--- config.mk ---
export PLATFORM = sky130hd
export DESIGN_NAME = note_player
export DESIGN_NICKNAME = d
export VERILOG_FILES = /design/src/rtl/note_player.sv
export SDC_FILE = /design/constraint.sdc
export NUM_CORES = 1
export LEC_CHECK = 0
export BUFFER_PORTS_ARGS = -buffer_cell sky130_fd_sc_hd__clkbuf_2
export CAP_MARGIN = 15
export CORE_ASPECT_RATIO = 1.2
export CORE_MARGIN = 4
export CORE_UTILIZATION = 40
export DETAILED_ROUTE_END_ITERATION = 16
export GPL_TIMING_DRIVEN = 0
export PLACE_DENSITY = 0.68
export RECOVER_POWER = 50
export SYNTH_ARGS = -nofsm -noshare
export SYNTH_HDL_FRONTEND = slang
export SYNTH_SLANG_ARGS = --single-unit
--- constraint.sdc ---
create_clock -name clk -period 2.4 [get_ports clk]
set_input_delay 0.12 -clock clk [delete_from_list [all_inputs] [get_ports clk]]
set_output_delay 0.12 -clock clk [all_outputs]
set_load 0.05 [all_outputs]
--- src/rtl/note_player.sv ---
// Note player: latches a note/duration from the song reader, counts beats while playing,
// advances the sine phase accumulator on sample requests, and pulses note_done on expiry.
module note_player #(
  parameter int NOTE_WIDTH     = 6,
  parameter int DURATION_WIDTH = 6,
  parameter int PHASE_WIDTH    = 20
) (
  input  logic                      clk,
  input  logic                      reset,
  input  logic                      play,
  input  logic                      new_note,
  input  logic [NOTE_WIDTH-1:0]     note,
  input  logic [DURATION_WIDTH-1:0] duration,
  input  logic                      beat,
  input  logic                      generate_next_sample,
  input  logic [PHASE_WIDTH-1:0]    step_size,
  output logic [NOTE_WIDTH-1:0]     note_out,
  output logic                      playing,
  output logic [PHASE_WIDTH-1:0]    phase,
  output logic                      note_done
);

  typedef enum logic [1:0] {IDLE, PLAY, DONE} state_e;

  state_e                    state_q, state_d;
  logic [NOTE_WIDTH-1:0]     note_q, note_d;
  logic [DURATION_WIDTH-1:0] remaining_q, remaining_d;
  logic [PHASE_WIDTH-1:0]    phase_q, phase_d;

  // NOTE: state registers use non-blocking assignments so every flop samples pre-edge values.
  always_ff @(posedge clk or posedge reset) begin
    if (reset) begin
      state_q     <= IDLE;
      note_q      <= '0;
      remaining_q <= '0;
      phase_q     <= '0;
    end else begin
      state_q     <= state_d;
      note_q      <= note_d;
      remaining_q <= remaining_d;
      phase_q     <= phase_d;
    end
  end

  always_comb begin
    // NOTE: every signal gets a hold default first so no path leaves it unassigned (no latch).
    state_d     = state_q;
    note_d      = note_q;
    remaining_d = remaining_q;
    phase_d     = phase_q;

    if (new_note) begin
      // A new note overrides everything, including a beat or sample in the same cycle.
      note_d      = note;
      remaining_d = duration;
      phase_d     = '0;
      state_d     = (duration == '0) ? DONE : PLAY;
    end else begin
      unique case (state_q)
        IDLE: ;
        PLAY: begin
          if (play) begin
            if (beat) begin
              remaining_d = remaining_q - DURATION_WIDTH'(1);
              if (remaining_q == DURATION_WIDTH'(1)) state_d = DONE;
            end
            // Rests keep the phase parked at zero so the sine generator stays silent.
            if (generate_next_sample && note_q != '0) phase_d = phase_q + step_size;
          end
        end
        DONE:    state_d = IDLE;
        default: state_d = IDLE;
      endcase
    end
  end

  assign note_out  = note_q;
  assign phase     = phase_q;
  assign note_done = (state_q == DONE);
  assign playing   = (state_q == PLAY) && play && (note_q != '0);

endmodule

# After elaboration in Yosys (flattened, before gate mapping)
# Cells that the tools add are included.
# totals
reg_bits,34
# op_classes
n_eq_ne,7
mux,14
add_sub_neg,2
n_reduce_logical,13
# op_table
cell,count
2-to-1 mux 20 bit,4
2-to-1 mux 6 bit,4
adder 20 bit,1
2-to-1 mux 2 bit,5
inequality test 3 bit (second input constant),3
nonzero test 2 bit,4
== test 6 x 1 -> 1 bit (second input constant),1
zero test 6 bit,1
AND reduction 3 bit,2
nonzero test 6 bit,1
subtractor 6 x 1 -> 6 bit (second input constant),1
one-hot mux 2 bit (2 select lines),1
AND reduction 4 bit,1
logical AND 1 bit,3
== test 2 x 1 -> 1 bit (second input constant),1
== test 2 bit (second input constant),1
zero test 2 bit,1
inequality test 2 bit (second input constant),1

# Longest topological paths before layout
# depth
ltp_word,6
ltp_mapped,8

# Worst setup path before layout
# Ideal clock, no wire load.
# synth_path
kind,register -> register
startpoint,"reg phase_q[14], in the netlist phase[14]"
endpoint,"reg phase_q[17], in the netlist phase[17]"
arrival_ps,2174
path_stages_with_launch,8
setup_ps,122
required_time_ps,2278
n_path_buf,1
slack_ps,104
cell_sequence,dfrtp_1 -> ha_1 -> buf_2 -> a21oi_1 -> o21ai_0 -> a31o_2 -> or3_1 -> a32o_1
# synth_between
elab_chain_len,5
# synth_rtl
element,line_no,source
from (decl),28,"logic [PHASE_WIDTH-1:0] phase_q, phase_d;"
from (signal assigned),41,phase_q <= phase_d;
adder 20 bit,68,if (generate_next_sample && note_q != '0) phase_d = phase_q + step_size;
2-to-1 mux 20 bit,68,
2-to-1 mux 20 bit,62,if (play) begin
2-to-1 mux 20 bit,59,unique case (state_q)
2-to-1 mux 20 bit,52,if (new_note) begin
# Every way passes these cells. The select of a mux whose other input is x is not followed.
# A chain may end at the register's enable or synchronous reset.

# Worst setup path after layout
# layout_path
startpoint,"reg phase_q[8], in the netlist phase[8]"
endpoint,"reg phase_q[19], in the netlist phase[19]"
# The elaborated chain is that of the path after synthesis.

==> Implementation_results.wiki <==
{| class="wikitable"
! Metric !! Value
|-
| RSZ-0062 raised after global routing || false
|-
| Sequential share of the synthesized area || 32.69%
|-
| Total of warnings raised by yosys || 0
|-
| Remaining DRCs || 0
|-
| Detailed-placement wirelength estimate || 4.830 mm
|-
| Gp weighted congestion || 0.8377
|-
| Clock buffers created by TritonCTS || 5
|-
| Starting density of the core || 42.20%
|-
| Post-synth top flop || sky130_fd_sc_hd__dfrtp_1
|-
| Number of global-route vias before repair || 2259
|-
| Critical Path Source Type || register
|-
| Max-slew violations || 0
|-
| Minimum clock period || 2215 ps
|-
| Synth Area per Inst || 9.295 um^2
|-
| Cell type with the highest aggregate area in the netlist || sky130_fd_sc_hd__dfrtp_1
|-
| Post-route ant nets || 0
|-
| Worst Max-Slew Pin Slew || 1033 ps
|-
| Start-to-end type of the worst setup path || reg -> reg
|-
| Maximum VDD drop || 0.0003663 V
|-
| Total global routing overflow || 0
|-
| Count of port buffers added during placement || 64
|-
| Slew margin rel. || 31.13%
|-
| Initial antenna violation count || 0
|-
| Portion of the clock cycle consumed by the worst path in the final layout || 92.30%
|-
| Post-Synth Simple-Gate Area || 19.90%
|-
| Y dimension of the die || 96.36 um
|-
| FILL cells || 617
|-
| Largest family of logic cells by synthesized area || compound AO/OA/AOI/OAI gates
|-
| Cell area after placement || 3053 um^2
|-
| Netlist Area Pre-Place || 2602 um^2
|-
| Clock-pin slew of the registers on the worst-case setup and hold paths || 80 ps
|-
| Flop-to-flop setup slack || 180 ps
|-
| Detailed-router iteration count before antenna repair || 4
|-
| Cell area after layout || 3113 um^2
|-
| Post-synthesis mux area share || 4.183%
|-
| Later-pin clock latency in the skew report || 290 ps
|-
| Fraction of the mapped netlist area in adder cells || 10.87%
|-
| Via total after detailed routing || 2302
|-
| Area Overhead vs Synth || 19.62%
|-
| # Max-Cap Violations || 0
|-
| Share of final-layout standard cells stronger than drive strength 1 || 24.86%
|-
| Number of library cell types mapped by synthesis || 55
|-
| Final net count || 413
|-
| Total inserted antenna cells || 0
|-
| Number of clock sinks || 34
|-
| Number of storage elements in the synthesis netlist || 34
|-
| Chain of cells forming the critical path || ha_1, and3_1, and2_4, nand4_4, a211oi_2, mux2_2, nand4b_1
|-
| Total power per unit cell area || 522.3 nW/um^2
|-
| Number of synthesized flops with an enable pin || 0
|-
| Required time reported for the critical path endpoint || 2630 ps
|-
| Max frequency || 451.4 MHz
|-
| Arrival time at the worst endpoint || 2440 ps
|-
| Compound-Gate Fraction of Synth Area || 22.60%
|-
| Longest individual stage delay on the worst path || 420 ps
|-
| Worst setup skew after layout || 7.430 ps
|-
| CTS tree || built
|-
| Clock Tree Root || sky130_fd_sc_hd__clkbuf_8
|-
| Top cells by area in the synthesized netlist || sky130_fd_sc_hd__dfrtp_1 33%, sky130_fd_sc_hd__ha_1 10%, sky130_fd_sc_hd__nand2_1 4.8%, sky130_fd_sc_hd__a21oi_1 4.0%, sky130_fd_sc_hd__xnor2_1 4.0%
|-
| Row Count || 31
|-
| Initial DRC Count || 58
|-
| Area share of xor/xnor cells in the synthesized design || 5.721%
|-
| Net count after synthesis || 340
|-
| Die outline area || 7866 um^2
|-
| Core box area || 6167 um^2
|-
| Synth async-reset ratio || 100.0%
|-
| H-Tree Level Count || 2
|-
| Boundary Pins || 66
|-
| Per-cell via count in the routed design || 5.280
|-
| Worst-path fanout max || 7
|-
| Status || finished, final reports clean
|-
| Global-route usage over all layers || 17.05%
|-
| Final Routed Wirelength || 6.169 mm
|-
| Width of the die || 81.64 um
|-
| Fraction of post-synthesis cell area in the top cell type by area || 32.69%
|-
| Final setup vio count || 0
|-
| Element type at the critical path end || register
|-
| Synthesized instance count || 280
|-
| Hold crit path type || in -> reg
|-
| Wirelength per Cell || 14.15 um
|-
| Static power due to leakage || 1.430 nW
|-
| Hold Vio Cnt, Final || 0
|-
| Most common library cells after synthesis || 34 x sky130_fd_sc_hd__dfrtp_1, 33 x sky130_fd_sc_hd__nand2_1, 21 x sky130_fd_sc_hd__a21oi_1, 21 x sky130_fd_sc_hd__ha_1, 13 x sky130_fd_sc_hd__o21ai_0
|-
| Most frequent cell after synthesis || sky130_fd_sc_hd__dfrtp_1
|-
| Clock Path Buffers || 2
|-
| Global-route wire length before repair || 10.34 mm
|-
| Largest net degree at the start of global routing || 19
|-
| Cell at the slowest stage of the critical path || sky130_fd_sc_hd__dfrtp_1
|-
| Setup total negative slack || 0 ps
|}
cell usage in the layout, fill, tap and decap left out, drive strengths merged, types with 3 or more instances in the layout:
master	count
o21ai	25
ha	21
a211oi	5
nor4	4
nor3b	3
a21o	9
clkbuf	76
xor2	5
nor2	9
nor3	7
mux2i	3
o21bai	3
dfrtp	34
a22o	4
nand2	33
xnor2	12
and3	4
or4	3
or3	4
inv	7
nand3	11
buf	8
a21oi	21
nand4	6
mux2	7
o211ai	5
stage by stage:
step           cells  setup WS (ps)  utilization, %  power (mW)  hold slack, ps
6_report         436          184.9           50.48       1.626           48.72
5_1_grt          436          8.617           50.48       1.733           55.01
4_1_cts          436          97.89           51.21       1.659           41.35
3_5_place_dp     427          129.9           49.50       1.197           268.3
3_3_place_gp     426          127.0           49.06       1.183           342.0
2_1_floorplan    280          104.3               -       1.056           241.0
state kept, by name, indices dropped and copies added, names as in the netlist:
register,cells
phase,20
note_out,6
remaining_q,6
state_q,2
power breakdown:
group | internal (mW) | switching [mW] | leakage [nW]
combinational | 0.176 | 0.341 | 0.941
clock | 0.231 | 0.221 | 0.0472
sequential | 0.616 | 0.0407 | 0.443
cell families (layout without fill, tap and decap cells):
| logic type | count (synthesis) | count (layout) |
|---|---|---|
| AND/OR/NAND/NOR | 95 | 95 |
| AO/OA/AOI/OAI | 82 | 82 |
| multiplexers | 10 | 10 |
| XOR/XNOR | 17 | 17 |
| flip-flops | 34 | 34 |
| adder cells (fa/ha/maj) | 22 | 22 |
| buffers and inverters | 20 | 94 |
timing repair:
item | 4_1_cts | 5_1_grt
endpoints found under the setup margin | 0 | 4
buffers inserted | 0 | 0
hold buffers | 1 | 0
resized for setup | 0 | 2
endpoints found under the hold margin | 16 | 0
layout make-up:
type	count	area [um^2]	share of cell area, %
clock inverters	2	12.51	0.4019
multi-input cells	226	1655	53.18
flip-flops and latches	34	850.8	27.33
plain buffers	13	78.83	2.532
well taps	82	102.6	3.296
inverters	7	26.28	0.8441
clock buffers	6	82.58	2.653
repair buffers	66	304.0	9.767
routing by layer:
| layer | global-route usage, % | up-vias | wire (um) |
|---|---|---|---|
| li1 | - | 1183 | - |
| met1 | 19.24 | 1059 | 2666 |
| met2 | 31.32 | 55 | 3078 |
| met3 | 3.839 | 5 | 351 |
| met4 | 5.540 | 0 | 73 |
| met5 | 0 | - | 0 |
path summary, 6_finish.rpt:
path,endpoint,depth (start not counted),startpoint
max in group asynchronous,phase[12],4,reset
worst min register to register,phase[5],2,phase[5]
min in group asynchronous,note_out[1],3,reset
worst min-delay path,remaining_q[2],3,duration[2]
worst max register to register,phase[19],7,phase[8]
worst max-delay path,phase[19],7,phase[8]
worst max-delay path, delay by kind of cell, from the launching register on:
family,cells,cell delay (ps)
compound gates,1,330
fa+ha+maj,1,410
flops,1,420
mux,1,370
simple gates,4,630
No activity file was read; power rests on OpenSTA's default activity.
